<file path="config.mk">
export PLATFORM = sky130hd
export DESIGN_NAME = mem_ctrl
export DESIGN_NICKNAME = d
export VERILOG_FILES = /design/src/rtl/mem_pkg.sv /design/src/rtl/mem_ctrl.sv
export SDC_FILE = /design/constraint.sdc
export NUM_CORES = 1
export LEC_CHECK = 0
export ABC_AREA = 1
export BUFFER_PORTS_ARGS = -buffer_cell sky130_fd_sc_hd__buf_2
export CAP_MARGIN = 40
export CELL_PAD_IN_SITES_DETAIL_PLACEMENT = 0
export CELL_PAD_IN_SITES_GLOBAL_PLACEMENT = 1
export CORE_MARGIN = 5
export CORE_UTILIZATION = 27
export DETAILED_ROUTE_END_ITERATION = 10
export GPL_TIMING_DRIVEN = 0
export MAX_ROUTING_LAYER = met4
export PLACE_DENSITY_LB_ADDON = 0.08
export SYNTH_ARGS = -nofsm -noshare
export SYNTH_HDL_FRONTEND = slang
export SYNTH_SLANG_ARGS = --single-unit
</file>
<file path="constraint.sdc">
create_clock -name clk -period 1.1 [get_ports clk]
set_clock_uncertainty 0.15 [all_clocks]
set_input_delay 0.055 -clock clk [delete_from_list [all_inputs] [get_ports clk]]
set_output_delay 0.055 -clock clk [all_outputs]
set_load 0.01 [all_outputs]
</file>
<file path="src/rtl/mem_pkg.sv">
// Shared widths and FSM state encoding for the memory command controller.
// Latency: n/a (declarations only).
// Backpressure: n/a (declarations only).
package mem_pkg;

    localparam int MEM_ADDR_WIDTH = 8;
    localparam int MEM_DATA_WIDTH = 8;

    typedef enum logic [2:0] {
        IDLE     = 3'd0,
        WR       = 3'd1,
        RD_ISSUE = 3'd2,
        RD_WAIT  = 3'd3,
        RSP      = 3'd4
    } mem_state_t;

endpackage

</file>
<file path="src/rtl/mem_ctrl.sv">
// Single-command memory controller: one-cycle writes, registered-memory reads (burst reads when MEM_CTRL_BURST_EN is defined).
// Latency: write strobe 1 edge after acceptance; rsp_valid on the 3rd edge counting the accepting edge, +3 edges per further beat.
// Backpressure: one command in flight; cmd_ready only in IDLE, each response beat is held stable until rsp_ready is sampled.
module mem_ctrl
    import mem_pkg::*;
#(
    parameter int ADDR_WIDTH = MEM_ADDR_WIDTH,
    parameter int DATA_WIDTH = MEM_DATA_WIDTH
) (
    input  logic                  clk,
    input  logic                  rst,
    input  logic                  cmd_valid,
    output logic                  cmd_ready,
    input  logic                  cmd_write,
    input  logic [ADDR_WIDTH-1:0] cmd_addr,
    input  logic [DATA_WIDTH-1:0] cmd_wdata,
    input  logic [3:0]            cmd_len,
    output logic                  rsp_valid,
    input  logic                  rsp_ready,
    output logic [DATA_WIDTH-1:0] rsp_data,
    output logic                  mem_valid,
    output logic                  mem_wr_en,
    output logic [ADDR_WIDTH-1:0] mem_wr_addr,
    output logic [DATA_WIDTH-1:0] mem_wr_data,
    output logic                  mem_ready,
    output logic                  mem_rd_en,
    output logic [ADDR_WIDTH-1:0] mem_rd_addr,
    input  logic [DATA_WIDTH-1:0] mem_rd_data,
    output logic                  busy
);

    mem_state_t            state_q;
    mem_state_t            state_d;
    logic                  out_of_reset_q;
    logic [ADDR_WIDTH-1:0] addr_q;
    logic [DATA_WIDTH-1:0] wdata_q;
    logic [DATA_WIDTH-1:0] rsp_data_q;
    logic                  cmd_accept;
    logic                  beat_taken;
    logic                  last_beat;

    assign cmd_ready  = (state_q == IDLE) && out_of_reset_q;
    assign cmd_accept = cmd_valid && cmd_ready;
    assign beat_taken = (state_q == RSP) && rsp_ready;

`ifdef MEM_CTRL_BURST_EN
    logic [3:0] beat_q;

    assign last_beat = (beat_q == 4'd0);

    // Remaining-beat counter: loads cmd_len on acceptance, counts down as each non-final beat is taken.
    always_ff @(posedge clk or posedge rst) begin
        if (rst) begin
            beat_q <= 4'd0;
        end else if (cmd_accept) begin
            beat_q <= cmd_len;
        end else if (beat_taken && !last_beat) begin
            beat_q <= beat_q - 4'd1;
        end
    end
`else
    // Single-beat build: the length field is accepted on the port but has no effect.
    logic unused_cmd_len;
    assign unused_cmd_len = ^cmd_len;
    assign last_beat      = 1'b1;
`endif

    // Hold cmd_ready low until the first clock edge after reset releases.
    always_ff @(posedge clk or posedge rst) begin
        if (rst) begin
            out_of_reset_q <= 1'b0;
        end else begin
            out_of_reset_q <= 1'b1;
        end
    end

    // FSM state register.
    always_ff @(posedge clk or posedge rst) begin
        if (rst) begin
            state_q <= IDLE;
        end else begin
            state_q <= state_d;
        end
    end

    // Next-state: the direction captured at acceptance is carried by the WR vs RD_ISSUE branch.
    always_comb begin
        state_d = state_q;
        case (state_q)
            IDLE:     if (cmd_accept) state_d = cmd_write ? WR : RD_ISSUE;
            WR:       state_d = IDLE;
            RD_ISSUE: state_d = RD_WAIT;
            RD_WAIT:  state_d = RSP;
            RSP:      if (rsp_ready) state_d = last_beat ? IDLE : RD_ISSUE;
            default:  state_d = IDLE;
        endcase
    end

    // Command capture, wrapping burst address step, and response data capture from the registered memory.
    always_ff @(posedge clk or posedge rst) begin
        if (rst) begin
            addr_q     <= '0;
            wdata_q    <= '0;
            rsp_data_q <= '0;
        end else begin
            if (cmd_accept) begin
                addr_q  <= cmd_addr;
                wdata_q <= cmd_wdata;
            end else if (beat_taken && !last_beat) begin
                addr_q <= addr_q + 1'b1;
            end
            if (state_q == RD_WAIT) begin
                rsp_data_q <= mem_rd_data;
            end
        end
    end

    // Strobes decode straight from the state so an asynchronous reset clears them at once.
    assign mem_valid   = (state_q == WR);
    assign mem_wr_en   = (state_q == WR);
    assign mem_wr_addr = addr_q;
    assign mem_wr_data = wdata_q;
    assign mem_ready   = (state_q == RD_ISSUE);
    assign mem_rd_en   = (state_q == RD_ISSUE);
    assign mem_rd_addr = addr_q;
    assign rsp_valid   = (state_q == RSP);
    assign rsp_data    = rsp_data_q;
    assign busy        = (state_q != IDLE);

endmodule
</file>
==> results of run 1 <==
-- layout by cell type (no fill, tap or decap) --
| master | instances |
|---|---|
| nand3_2 | 1 |
| inv_2 | 1 |
| conb_1 | 1 |
| nor2_1 | 3 |
| nor3_2 | 1 |
| nor3_4 | 1 |
| buf_6 | 20 |
| inv_1 | 13 |
| inv_4 | 2 |
| dlygate4sd3_1 | 27 |
| nor2_2 | 2 |
| dfrtp_2 | 3 |
| nand2_4 | 2 |
| o21ai_1 | 2 |
| dfrtp_1 | 25 |
| buf_2 | 56 |
| nand3_4 | 1 |
| nand2_2 | 18 |
| nor2_4 | 2 |
| o21ai_0 | 8 |
| clkbuf_8 | 4 |
| nand2_1 | 44 |
| buf_16 | 1 |
| buf_4 | 18 |
-- timing repair --
item,in CTS,in global routing
resized for setup,34,17
hold buffers,27,0
setup endpoints to repair,42,37
setup buffers,13,5
pin swaps,7,7
cloned,1,1
hold endpoints to repair,37,0
-- final cells by class --
class,count,area share (%)
Sequential cell,28,30.87
Tap cell,52,2.851
Clock buffer,4,2.412
Multi-Input combinational cell,86,19.90
Buffer,7,3.125
Timing Repair Buffer,115,37.99
Inverter,16,2.851
-- how the worst max path moves through the flow --
| stage | cells past startpoint | endpoint | slack (ns) | start |
|---|---|---|---|---|
| after floorplan | 7 | mem_rd_addr[0] | -0.20 | state_q[1] |
| after global placement | 6 | mem_rd_addr[2] | -0.27 | state_q[1] |
| after detailed placement | 6 | mem_wr_data[0] | -0.27 | state_q[1] |
| after CTS | 4 | mem_ready | -0.32 | state_q[1] |
| after global routing | 4 | cmd_ready | -0.37 | state_q[1] |
| final | 4 | cmd_ready | -0.30 | state_q[1] |
-- sequential cells by signal (all words and copies together), names as in the netlist --
| register | count |
|---|---|
| mem_wr_data | 8 |
| state_q | 3 |
| out_of_reset_q | 1 |
| rsp_data | 8 |
| mem_rd_addr | 8 |
-- through the flow --
step                      hold slack [ns]  total power [uW]  instance area [um^2]  TNS (ns)
after floorplan                  -0.02966              3106                  1246    -3.050
after global placement             0.1063              3980                  1647    -9.202
after detailed placement         -0.03048              4046                  1674    -5.765
after CTS                         0.05034              5339                  2191    -8.892
after global routing              0.06452              5892                  2282    -10.19
final                             0.06081              5471                  2282    -7.707
-- cell families after synthesis --
logic type | share of synthesized area, %
compound gates | 4.045
buf+inv | 13.65
flops | 56.62
other cells | 0.3030
simple gates | 25.38
-- per-layer routing --
layer	GRT usage, %	up-vias	share of wire [%]	wire length, um
met4	3.608	0	0.61	21
met1	13.23	592	39	1359
li1	-	648	-	-
met3	2.431	2	6.5	223
met2	20.95	36	53	1845
met5	-	-	0	0
-- critical path, cell delays in order (launching register included) --
cell and delay [ns]:
dfrtp_2 0.47, nor2_2 0.14, nand3_2 0.11, inv_2 0.11, buf_6 0.10
-- where the power goes --
group          switching, uW  internal (uW)
clock network            308            320
registers                399           1500
logic                   1350           1590
total                   2060           3410
==> metrics.yaml, run 1 <==
synth_common_cells: "63 x nand2_1, 28 x dfrtp_1, 14 x inv_1"
ys_ff_latch: 28
finalCritPeriodShare_pct: 127.7
dp_cells: 263
r2r_setup_slack_ns: -0.29
hold_class: "primary input to flip-flop"
h-tree-depth: 1
ys_types: 14
worstSkewPairLatency_ns: 0.27
startpoint_type: "flip-flop"
yosys-top-cells-area: "dfrtp_1 57%, nand2_1 19%, buf_4 6.1%"
r2r-end: "mem_wr_data[0]"
ant_nets: 0
max_freq_mhz: 712.1
setup_viol: 36
final_cells: 308
boundaryPins: 72
cp_max_fo: 5
portBuffers: 67
synth_area_per_cell_um2: 8.653
synthArstFlopShare_pct: 100.0
cts.sinks: 28
netlist_area_mm2: 0.001237
yosysTopAreaCellShare_pct: 56.62
reg2reg_depth: 7
violations: "negative setup slack"
core_mm2: 0.004414
arrival_ns: 1.20
cts_tree: "built"
start_util_pct: 28.03
ff_latch_area_um2: 704.4
dieHeight_um: 77.70
synth_edf_count: 0
post-synth-top-count-cell: "nand2_1"
synthFlopType: "dfrtp_1"
grt_pass1_vias: 1274
rsz0062_at_grt: "true"
grt-ovfl-total: 0
place_hpwl_um: 2444
die_area_mm2: 0.006037
holdCritStartpoint: "cmd_valid"
whs_path_depth: 5
status: "finished, violations left"
drv_slew: 0
worst_pin_slew_ns: 0.5172
yosys.area.top_type: "dfrtp_1"
first_iter_violations: 21
hold_path_end: "mem_wr_data[5]"
power_leakage_uw: 0.001265
ys.warnings.count: 0
place_ws_ns: -0.2743
drc_errors: 0
final.min_clock_period_ns: 1.404
grt_use_total_pct: 11.82
relSlewSlack_pct: 65.48
crit_type: "flip-flop to primary output"
cts_buffers: 3
grt_max_degree: 19
r2r_start: "state_q[1]"
cts_max_path_buffers: 2
synthToLayoutAreaGrowth_pct: 84.43
fillers: 400
fin_nets: 290
viasPerCell: 4.149
max_cap_violations: 0
wl_per_cell_um: 11.20
layout_setup_ws_ns: -0.3043
vias: 1278
diodes: 0
grt_pass1_wl_um: 5678
seq_area_frac_synth_pct: 56.62
hold_violations: 0
ir_drop_mv: 1.036
power_per_cell_area_mw_per_mm2: 2397
firstDrtPassIters: 2
wl_um: 3450
cts.clk_slew.worst_paths_ns: 0.09
gp_congestion: 0.7339
multi_input_area_um2: 454.2
crit_required_ns: 0.89
num_rows: 24
syn_inst: 143
timing.critical_path.to_type: "primary output"
synth_nets: 176
drive_above_1_share_pct: 51.95
fin_util_pct: 51.70
root_buffer: "clkbuf_8"
grt_antenna_before_repair: 0
die_x_um: 77.70
Power figures use the tool's default switching activity.
==> inputs of run 2 (changes only) <==
--- a/config.mk
+++ b/config.mk
@@ -10,6 +10,7 @@
 export CAP_MARGIN = 40
 export CELL_PAD_IN_SITES_DETAIL_PLACEMENT = 0
 export CELL_PAD_IN_SITES_GLOBAL_PLACEMENT = 1
+export CORE_ASPECT_RATIO = 0.75
 export CORE_MARGIN = 5
 export CORE_UTILIZATION = 27
 export DETAILED_ROUTE_END_ITERATION = 10
==> run 2 against run 1 <==
Compared with the run above:
- the run still ends with negative setup slack left
- combinational power is 8.2% higher
- final cell count is 3.2% higher
- critical path type is now flip-flop to flip-flop
- sequential share of layout area fell by 1.5 points
- register-to-register slack got worse by 0.03 ns
- global-route usage shrank 0.087 points
- highest routed layer unchanged
- final area is 4.9% higher
- first-iteration DRC count down 14%
- core utilization increased by 2.2 points
- sequential power about the same
==> metrics.yaml, run 2 (synthesis results as in run 1) <==
status: "finished, violations left"
violations: "negative setup slack"
cts_tree: "built"
start_util_pct: 27.87
boundaryPins: 72
slowest_delay_ns: 0.48
core_mm2: 0.004441
fillers: 426
path_cells: "buf_4, buf_6, buf_6, nand3_4, buf_6, nand2_2, o21ai_1"
startpoint_type: "flip-flop"
crit_family: "buffers and inverters"
mostFrequentLayoutCell: "buf_2"
viasPerCell: 3.984
cts_max_path_buffers: 2
wl_per_cell_um: 11.15
portBuffers: 67
layout_setup_ws_ns: -0.3199
power_leakage_uw: 0.001313
grt-ovfl-total: 0
cts.sinks: 28
die_x_um: 88.17
place_hpwl_um: 2336
holdCritStartpoint: "cmd_valid"
timing.critical_path.to_type: "flip-flop"
hold_violations: 0
grt_antenna_before_repair: 0
hold_class: "primary input to flip-flop"
max_freq_mhz: 704.3
cp_max_fo: 7
ir_drop_mv: 1.089
globalRouteMet1Util_pct: 13.97
root_buffer: "clkbuf_8"
h-tree-depth: 1
fin_nets: 295
finalCritPeriodShare_pct: 129.1
crit_required_ns: 1.15
dp_cells: 268
arrival_ns: 1.47
critPathBufInv: 4
hold_slack_ns: 0.1077
grtUsageMet3_pct: 3.325
die_area_mm2: 0.006051
max_cap_violations: 0
met2_usage_pct: 20.43
setup_viol: 37
grt-busiest-layer: "met2"
fin_util_pct: 53.90
dieHeight_um: 68.63
diodes: 0
multi_input_area_um2: 473.0
ant_nets: 0
grt_max_degree: 20
grt_use_total_pct: 11.73
critPathLaunch: "state_q[0]"
first_iter_violations: 18
gp_congestion: 0.7387
final.min_clock_period_ns: 1.420
num_rows: 21
synthToLayoutAreaGrowth_pct: 93.43
cp_slowest_cell: "dfrtp_2"
r2r_start: "state_q[0]"
layout_common_cells: "55 x buf_2, 39 x nand2_1, 29 x buf_6, 28 x dlygate4sd3_1, 26 x dfrtp_1"
ff_latch_area_um2: 703.2
crit_type: "flip-flop to flip-flop"
rsz0062_at_grt: "true"
firstDrtPassIters: 4
cts_buffers: 3
drc_errors: 0
power_per_cell_area_mw_per_mm2: 2442
cpMostUsedCell: "buf_6"
worstSkewPairLatency_ns: 0.27
vias: 1267
drv_slew: 0
grt_pass1_vias: 1216
cts.clk_slew.worst_paths_ns: 0.09
grt_pass1_wl_um: 5388
r2r_setup_slack_ns: -0.32
fin_tns_setup_ns: -9.589
drive_above_1_share_pct: 55.17
wl_um: 3547
final_cells: 318
run 2: changes by cell type in the layout (fill, tap and decap cells not counted), sizes merged:
cell	change
dlygate4sd3	+1
clkbuf	-1
bufinv	+1
buf	+4
run 2: cell type report:
class / count / share of cell area, %
Buffer: 8 / 3.607
Clock buffer: 3 / 1.725
Clock inverter: 1 / 1.255
Inverter: 16 / 2.509
Multi-Input combinational cell: 86 / 19.76
Sequential cell: 28 / 29.38
Tap cell: 57 / 2.980
Timing Repair Buffer: 119 / 38.79
run 2: metrics by stage:
step                      area (um^2)  worst slack, ns  total power, uW
after global placement           1653          -0.2741             3984
after CTS                        2230          -0.3028             5473
after detailed placement         1680          -0.2805             4034
after floorplan                  1246          -0.1996             3106
after global routing             2394          -0.3897             6277
final                            2394          -0.3199             5844
run 2: worst paths after layout:
| kind | endpoint | depth (start not counted) |
|---|---|---|
| hold / removal | state_q[1] | 5 |
| setup / recovery | rsp_data[0] | 7 |
| setup reg to reg | rsp_data[0] | 7 |
| min in group asynchronous | mem_rd_addr[2] | 3 |
| hold reg to reg | mem_wr_data[4] | 2 |
| max in group asynchronous | state_q[0] | 4 |
run 2: per-layer routing:
metal | share of wire [%] | routed length (um) | vias up
li1 | - | - | 650
met1 | 43 | 1509 | 577
met2 | 49 | 1745 | 38
met3 | 7.8 | 276 | 2
met4 | 0.48 | 17 | 0
met5 | 0 | 0 | -
run 2: where the power goes:
group          switching, uW  leakage, uW  internal (uW)
Clock                    310    0.0000357            487
Combinational           1440     0.000933           1740
Sequential               370     0.000345           1500
Total                   2120      0.00131           3720
run 2: worst reg2reg max path, delay by kind of cell (launching register included):
kind / cells / cell delay, ns
buf+inv: 4 / 0.51
flops: 1 / 0.48
simple gates: 2 / 0.16
compound gates: 1 / 0.06
run 2: what timing repair did:
item / in CTS / in global routing
setup endpoints to repair: 42 / 37
endpoints found under the hold margin: 55 / 0
pin swaps: 7 / 8
cloned: 1 / 1
setup buffers: 13 / 8
gates resized for setup: 35 / 34
hold buffers: 28 / 0
